[config.mk]
export PLATFORM = sky130hd
export DESIGN_NAME = nway_gate_pipe
export DESIGN_NICKNAME = d
export VERILOG_FILES = /design/src/rtl/nway_gate_pipe.sv
export SDC_FILE = /design/constraint.sdc
export NUM_CORES = 1
export LEC_CHECK = 0
export ABC_AREA = 0
export BUFFER_PORTS_ARGS = -buffer_cell sky130_fd_sc_hd__clkbuf_2
export CAP_MARGIN = 20
export CORE_UTILIZATION = 47
export DETAILED_ROUTE_END_ITERATION = 10
export PLACE_DENSITY = 0.71
export SYNTH_ARGS = -nofsm -noshare
export SYNTH_HDL_FRONTEND = slang
export SYNTH_SLANG_ARGS = --single-unit
[constraint.sdc]
create_clock -name clk -period 2.1 [get_ports clk]
set_input_delay 0.21 -clock clk [delete_from_list [all_inputs] [get_ports clk]]
set_output_delay 0.21 -clock clk [all_outputs]
set_load 0.1 [all_outputs]
[src/rtl/nway_gate_pipe.sv]
// Pipelined N-input reduction gate (AND/OR/XOR, optional invert) with a
// valid/ready handshake, global stall and a saturating count of delivered ones.
module nway_gate_pipe #(
  parameter int unsigned N_IN  = 3,
  parameter int unsigned CNT_W = 16
) (
  input  logic             clk,
  input  logic             rst,
  input  logic [N_IN-1:0]  in_vec,
  input  logic [2:0]       in_mode,
  input  logic             in_valid,
  output logic             in_ready,
  output logic             out_z,
  output logic             out_valid,
  input  logic             out_ready,
  output logic [CNT_W-1:0] hi_count
);

  localparam int unsigned LEVELS = (N_IN <= 1) ? 1 : $clog2(N_IN);
  localparam int unsigned PAD_W  = 1 << LEVELS;
  localparam int unsigned TREE_W = PAD_W - 1;
  localparam int unsigned MQ     = (LEVELS > 1) ? LEVELS - 1 : 1;

  // Two-input op selected by mode[1:0]; the reserved code behaves as OR.
  function automatic logic red2(input logic [1:0] op, input logic a, input logic b);
    case (op)
      2'b00:   red2 = a & b;
      2'b10:   red2 = a ^ b;
      default: red2 = a | b;
    endcase
  endfunction

  logic              adv;
  logic              accept;
  logic [PAD_W-1:0]  pad_vec;
  logic [TREE_W-1:0] tree_q, tree_d;
  logic [LEVELS-1:0] vld_q, vld_d;
  logic [MQ-1:0][2:0] mode_q, mode_d;
  logic [CNT_W-1:0]  cnt_q, cnt_d;

  assign out_valid = vld_q[LEVELS-1];
  assign out_z     = tree_q[TREE_W-1];
  assign hi_count  = cnt_q;
  assign adv       = out_ready | ~out_valid;
  assign in_ready  = adv & ~rst;
  assign accept    = in_valid & in_ready;

  // Unused upper operand slots take the identity element of the selected op.
  always_comb begin
    pad_vec            = {PAD_W{in_mode[1:0] == 2'b00}};
    pad_vec[N_IN-1:0]  = in_vec;
  end

  // Stage s holds PAD_W>>(s+1) bits packed into tree_q; the last stage is out_z.
  generate
    for (genvar s = 0; s < LEVELS; s++) begin : g_stg
      localparam int unsigned W   = PAD_W >> (s + 1);
      localparam int unsigned OFF = PAD_W - (PAD_W >> s);
      logic [2*W-1:0] src;
      logic [2:0]     src_mode;
      logic           src_vld;
      logic [W-1:0]   red;

      if (s == 0) begin : g_first
        assign src      = pad_vec;
        assign src_mode = in_mode;
        assign src_vld  = accept;
      end else begin : g_next
        localparam int unsigned SOFF = PAD_W - (PAD_W >> (s - 1));
        assign src      = tree_q[SOFF +: 2*W];
        assign src_mode = mode_q[s-1];
        assign src_vld  = vld_q[s-1];
      end

      for (genvar j = 0; j < W; j++) begin : g_red
        if (s == LEVELS - 1) begin : g_last
          assign red[j] = red2(src_mode[1:0], src[2*j], src[2*j+1]) ^ src_mode[2];
        end else begin : g_mid
          assign red[j] = red2(src_mode[1:0], src[2*j], src[2*j+1]);
        end
      end

      assign tree_d[OFF +: W] = adv ? red : tree_q[OFF +: W];
      assign vld_d[s]         = adv ? src_vld : vld_q[s];

      if (s < LEVELS - 1) begin : g_mode
        assign mode_d[s] = adv ? src_mode : mode_q[s];
      end
    end

    if (LEVELS == 1) begin : g_nomode
      assign mode_d = '0;
    end
  endgenerate

  // Saturating count of delivered results equal to 1.
  always_comb begin
    cnt_d = cnt_q;
    if (out_valid && out_ready && out_z && !(&cnt_q)) begin
      cnt_d = cnt_q + CNT_W'(1);
    end
  end

  always_ff @(posedge clk) begin
    if (rst) begin
      tree_q <= '0;
      vld_q  <= '0;
      mode_q <= '0;
      cnt_q  <= '0;
    end else begin
      tree_q <= tree_d;
      vld_q  <= vld_d;
      mode_q <= mode_d;
      cnt_q  <= cnt_d;
    end
  end

endmodule

Word-level counts from Yosys, hierarchy flattened
Cells that the tools add are included.
Operators by class
  $lt $le $gt $ge: 0
  multiply operators: 0
  $add $sub $neg: 1
  divide/modulo/power cells: 0
  equality and inequality tests: 2
  multiplexer cells: 3
  reductions and logical operators: 7
  bitwise logic cells: 15
  shift-type cells: 0
Operators by type and width (count)
  16-bit by 1-bit adder with 16-bit output (second input constant): 1
  16-bit AND reduction: 1
  1-bit one-hot mux with 2 select lines: 3
  1-bit bitwise AND: 5
  2-bit equality test (second input constant): 2
  2-bit zero test: 2
  1-bit bitwise OR: 4
  1-bit XOR: 4
  1-bit logical AND: 3
  1-bit inverter: 2
  1-bit zero test: 1
Storage, ports and cells
  register bits: 24
  ROM bits: 0
  memories kept: 0
  memory bits (writable): 0
  latch bits: 0
  input bits: 10

Logic depth before layout (Yosys ltp)
Gate-level depths: netlist (run 1).
  word-level depth: 4
  depth in mapped cells: 6
  depth with buffers taken out: 6

Worst setup path before layout (run 1)
OpenSTA, ideal clock, no wires.
  path type: reg-to-reg
  start point: reg cnt_q[1] (netlist: hi_count[1])
  end point: reg cnt_q[12] (netlist: hi_count[12])
  setup time: 71 ps
  period minus slack after synthesis: 2693 ps
  setup slack: -593 ps
  data arrival time: 2623 ps
  stages on the path, launching flop included: 7
  path through: dfxtp_1 -> ha_1 -> nand2_1 -> or4_1 -> buf_2 -> or4_1 -> a21oi_1
Between the ends
  longest elaborated chain between the ends: 3
Ends and longest elaborated chain
  from (decl): line 39  | logic [CNT_W-1:0] cnt_q, cnt_d;
  from (signal assigned): line 114  | cnt_q <= cnt_d;
  branches (longest 3 deep; another with 16-bit by 1-bit adder with 16-bit output)
Several ways; the timed one is not identified.
A chain may end at the register's enable or synchronous reset.

Final worst setup path (run 1)
  start point: reg cnt_q[0] (netlist: hi_count[0])
  end point: reg cnt_q[12] (netlist: hi_count[12])
The elaborated chain is that of the path after synthesis.

==> impl_metrics.tcl, run 1 <==
set metrics [dict create \
    instances_no_fill 216 \
    path_cells "ha_1 -> nand2_1 -> or4_1 -> or4_1 -> a21oi_1" \
    grt_max_degree 25 \
    cts-resized-gates 0 \
    nNetsFinal 203 \
    syn_to_final_growth_pct 21.6 \
    p_leak_nw 0.635 \
    routed_via_density 5.86 \
    cpMostUsedCell "or4_1" \
    setup_violations 0 \
    grt_setup_unrepaired "false" \
    die_width_um 54.0 \
    synth_area_mm2 0.00127 \
    first_global_vias 1173 \
    coreArea_mm2 0.00252 \
    tightest_slew_ns 0.544 \
    cts_tree "yes" \
    hpwl_um 2210 \
    synth_cells 156 \
    period_needed_ns 1.95 \
    powerDensity_mw_per_mm2 556 \
    synth.most_common_cell "dfxtp_1" \
    synthArstFlopShare_pct 0 \
    worstSetupEndpointType "flip-flop" \
    status "complete, no violations" \
    drv_slew 0 \
    synth-seq-cells 24 \
    synth.area.top_cells "dfxtp_1 (38%), a21oi_1 (6.3%), ha_1 (5.9%), nand2_1 (5.9%), mux2_2 (3.5%)" \
    rows 18 \
    clock_latency_ns 0.31 \
    cts_num_sinks 24 \
    yosysUniqueCellTypes 39 \
    post_cts_buffers 0 \
    drv_cap 0 \
    htree_num_levels 1 \
    grt_pass1_wl_um 4860 \
    ys_top_cells_by_count "dfxtp_1 (24), nand2_1 (20), a21oi_1 (16)" \
    start_util_pct 50.4 \
    yosysWarnings 0 \
    crit_required_ns 2.34 \
    crit_fanout 5 \
    place_inst 212 \
    synth_top_area_share_pct 37.8 \
    ir_drop_uv 455 \
    yosysSeqAreaShare_pct 37.8 \
    gr-total-overflow 0 \
    total_power_w 0.000860 \
    hold_viol 0 \
    hp-class "in -> reg" \
    yosysTopAreaCell "dfxtp_1" \
    n_antenna_cell 0 \
    clock-root-buffer "clkbuf_4" \
    synthesis.nets 172 \
    grt_util_all_layers_pct 22.7 \
    wl_per_cell_um 13.7 \
    cts-buffers-inserted 3 \
    synth_edf_count 0 \
    routed_wl_um 2960 \
    critPathMaxStageDelay_ns 0.54 \
    ctsHoldBuffers 0 \
    place.port_buffers 28 \
    clk_pin_slew_ns 0.14 \
    clock_path_buffers 2 \
    drt_drc_violations_left 0 \
    postSynthAreaPerCell_um2 8.16 \
    firstDrtPassIters 4 \
    antenna_found_initial 0 \
    dieArea_mm2 0.00292 \
    pin_count 29 \
    drt_iter0_markers 16 \
    route.vias.total 1266 \
    post-route-period-util_pct 92.9 \
    skew_ns 0.00223 \
    tns_ns 0 \
    cp_slowest_cell "or4_1" \
    synth_ff_type "dfxtp_1" \
    drive_gt1_share_pct 36.0 \
    place.gp.congestion 0.879 \
    die_y_um 54.0 \
    crit_type "reg -> reg" \
    ant_nets 0 \
    arrival_ns 2.19 \
    relSlewSlack_pct 63.9 \
    max_freq_ghz 0.513 \
    startpoint_type "flip-flop" \
]
-- cell usage in the layout (no fill, tap or decap), types with 4 or more instances in the layout --
cell type,count
clkbuf_2,28
a21oi_1,16
nor2_1,10
nand3_1,8
nand2_1,20
ha_1,6
o31ai_1,5
nand4_1,4
inv_1,6
dfxtp_2,12
mux2_2,4
dfxtp_1,6
buf_4,5
o21ai_0,7
dfxtp_4,6
-- cell type report --
| type | count | area (um^2) |
|---|---|---|
| inverters | 7 | 26.3 |
| flip-flops and latches | 24 | 518 |
| well taps | 30 | 37.5 |
| multi-input cells | 118 | 741 |
| repair buffers | 33 | 178 |
| fillers | 229 | 975 |
| clock buffers | 4 | 47.5 |
-- critical path: cells and delay by family, from the launching register on --
kind / cells / cell delay (ns)
AOI/OAI and AO/OA: 1 / 0.15
adders and majority gates: 1 / 0.20
DFF: 1 / 0.38
and+or+nand+nor: 3 / 1.15
-- state kept, by name, indices dropped and copies added, names as in the netlist --
signal          flops
vld_q               2
hi_count           16
tree_q              3
g_stg.src_mode      3
-- metrics by stage --
stage	utilization [%]	instance area, um^2	worst slack, ns	hold slack (ns)
after global placement	59.5	1500	0.237	0.440
after global routing	61.4	1550	0.0536	0.121
after floorplan	-	1310	-0.0507	0.350
final	61.4	1550	0.149	0.104
after detailed placement	59.5	1500	0.179	0.444
after CTS	61.4	1550	0.142	0.0994
-- worst paths after layout --
check	start	endpoint	slack, ns	cells past startpoint
setup / recovery	hi_count[0]$_SDFFE_PP0P_	hi_count[12]$_SDFFE_PP0P_	0.15	5
hold / removal	in_valid	vld_q[0]$_SDFFE_PP0P_	0.10	3
setup reg to reg	hi_count[0]$_SDFFE_PP0P_	hi_count[12]$_SDFFE_PP0P_	0.15	5
hold reg to reg	vld_q[0]$_SDFFE_PP0P_	vld_q[0]$_SDFFE_PP0P_	0.46	2
-- cells by family (layout without fill, tap and decap cells) --
kind of cell | count (synthesis) | after routing | synth area share [%]
compound gates | 36 | 36 | 17.4
xor+xnor | 1 | 1 | 0.688
mux | 6 | 6 | 5.11
simple gates | 69 | 69 | 28.9
fa+ha+maj | 6 | 6 | 5.90
buf+inv | 14 | 44 | 4.23
flops | 24 | 24 | 37.8
-- routing by layer --
layer | global-route usage, % | up-vias | routed length (um)
li1 | - | 630 | -
met1 | 27.3 | 597 | 1350
met2 | 41.2 | 37 | 1460
met3 | 3.11 | 2 | 142
met4 | 7.26 | 0 | 15
met5 | 0 | - | 0
-- power by group --
| group | total, W | internal, W | switching [W] |
|---|---|---|---|
| sequential | 0.000470 | 0.000460 | 0.00000946 |
| clock | 0.000288 | 0.000145 | 0.000142 |
| combinational | 0.000103 | 0.0000300 | 0.0000732 |
Note: power is estimated with default switching activity, not from simulation.
==> run 2: changes to the inputs <==
--- a/config.mk
+++ b/config.mk
@@ -7,8 +7,9 @@
 export LEC_CHECK = 0
 export ABC_AREA = 0
 export BUFFER_PORTS_ARGS = -buffer_cell sky130_fd_sc_hd__clkbuf_2
-export CAP_MARGIN = 20
+export CAP_MARGIN = 25
 export CORE_UTILIZATION = 47
+export CTS_BUF_LIST = sky130_fd_sc_hd__clkbuf_8 sky130_fd_sc_hd__clkbuf_16
 export DETAILED_ROUTE_END_ITERATION = 10
 export PLACE_DENSITY = 0.71
 export SYNTH_ARGS = -nofsm -noshare
==> impl_metrics.tcl, run 2 (same netlist as run 1, synthesis figures left out) <==
set metrics [dict create \
    status "complete, no violations" \
    syn_to_final_growth_pct 23.1 \
    routed_wl_um 3050 \
    tightest_slew_ns 0.544 \
    die_y_um 54.0 \
    grt_pass1_wl_um 4930 \
    clock-root-buffer "clkbuf_8" \
    drv_cap 0 \
    instances_no_fill 216 \
    n_antenna_cell 0 \
    cts_tree "yes" \
    skew_ns 0.00341 \
    sw_frac_of_total_pct 25.4 \
    place_inst 212 \
    pin_count 29 \
    clkPwrFrac_pct 38.6 \
    hp-class "in -> reg" \
    clk_pin_slew_ns 0.09 \
    post_cts_buffers 0 \
    period_needed_ns 1.95 \
    htree_num_levels 1 \
    powerDensity_mw_per_mm2 596 \
    dieArea_mm2 0.00292 \
    p_int_w 0.000697 \
    drt_iter0_markers 22 \
    start_util_pct 50.4 \
    cts-resized-gates 0 \
    routed_via_density 5.77 \
    max_freq_ghz 0.512 \
    antenna_found_initial 0 \
    final_common_cell "clkbuf_2" \
    clock_latency_ns 0.26 \
    relSlewSlack_pct 63.9 \
    cts_num_sinks 24 \
    post-route-period-util_pct 93.0 \
    final_cell_mix "clkbuf_2 (28), nand2_1 (20), a21oi_1 (16), dfxtp_2 (12), nor2_1 (10)" \
    ant_nets 0 \
    clock_path_buffers 2 \
    final_design_area_no_fill_mm2 0.00157 \
    ctsHoldBuffers 0 \
    hold_viol 0 \
    rows 18 \
    place.gp.congestion 0.879 \
    hpwl_um 2210 \
    grt_setup_unrepaired "false" \
    startpoint_type "flip-flop" \
    nNetsFinal 203 \
    arrival_ns 2.14 \
    coreArea_mm2 0.00252 \
    largest_reg_flops 16 \
    crit_required_ns 2.29 \
    worstSetupEndpointType "flip-flop" \
    hold_slack_ns 0.160 \
    gr-total-overflow 0 \
    place.port_buffers 28 \
    place_area_mm2 0.00150 \
    die_width_um 54.0 \
    ir_drop_uv 383 \
    crit_type "reg -> reg" \
    firstDrtPassIters 4 \
    cts-buffers-inserted 3 \
    p_leak_nw 0.643 \
    drt_drc_violations_left 0 \
    first_global_vias 1158 \
    drv_slew 0 \
    route.vias.total 1247 \
    wl_per_cell_um 14.1 \
    grt_util_all_layers_pct 23.5 \
    crit_fanout 5 \
    combPwrFrac_pct 11.1 \
    power_frac_seq_pct 50.3 \
    drive_gt1_share_pct 36.0 \
    grt_max_degree 25 \
    setup_violations 0 \
    power.switching_w 0.000237 \
]
## run 2: changes by cell type in the layout (fill, tap and decap cells not counted)
cell      previous run  this run
clkbuf_8             0         3
clkbuf_4             3         0
## run 2: through the flow
stage	worst slack, ns	power (W)	TNS [ns]	util, %
final	0.147	0.000933	0	62.1
after global routing	0.0639	0.000976	0	62.1
after CTS	0.157	0.000941	0	62.1
after detailed placement	0.179	0.000583	0	59.5
after global placement	0.237	0.000580	0	59.5
after floorplan	-0.0507	0.000555	-0.0507	-
## run 2: cell type report
cell class / count / area (um^2)
Sequential cell: 24 / 518
Multi-Input combinational cell: 118 / 741
Tap cell: 30 / 37.5
Clock buffer: 4 / 66.3
Timing Repair Buffer: 33 / 178
Inverter: 7 / 26.3
Fill cell: 231 / 956
## run 2: final timing paths
path / startpoint / endpoint / slack (ns) / cells after the start
max: hi_count[0]$_SDFFE_PP0P_ / hi_count[12]$_SDFFE_PP0P_ / 0.15 / 5
min: in_valid / vld_q[0]$_SDFFE_PP0P_ / 0.16 / 3
max reg2reg: hi_count[0]$_SDFFE_PP0P_ / hi_count[12]$_SDFFE_PP0P_ / 0.15 / 5
min reg2reg: vld_q[0]$_SDFFE_PP0P_ / vld_q[0]$_SDFFE_PP0P_ / 0.46 / 2
## run 2: routing by layer
layer / vias up / wire [um] / global-route usage (%) / part of all wire (%)
li1: 627 / - / - / -
met1: 579 / 1430 / 27.5 / 47
met2: 37 / 1500 / 42.8 / 49
met3: 4 / 108 / 4.52 / 3.5
met4: 0 / 14 / 6.84 / 0.46
met5: - / 0 / 0 / 0
## run 2: power by group through the flow
| stage | Sequential, W | Clock, W | Combinational (W) |
|---|---|---|---|
| floorplan | 0.000505 | 0 | 0.0000499 |
| global placement | 0.000479 | 0 | 0.000101 |
| detailed placement | 0.000480 | 0 | 0.000103 |
| CTS | 0.000469 | 0.000367 | 0.000105 |
| global route | 0.000471 | 0.000390 | 0.000115 |
| finish | 0.000469 | 0.000360 | 0.000104 |
## run 2: critical path, cell delays in order, from the launching register on
cell and delay [ns]:
dfxtp_4 0.37, ha_1 0.21, nand2_1 0.11, or4_1 0.55, or4_1 0.50, a21oi_1 0.15
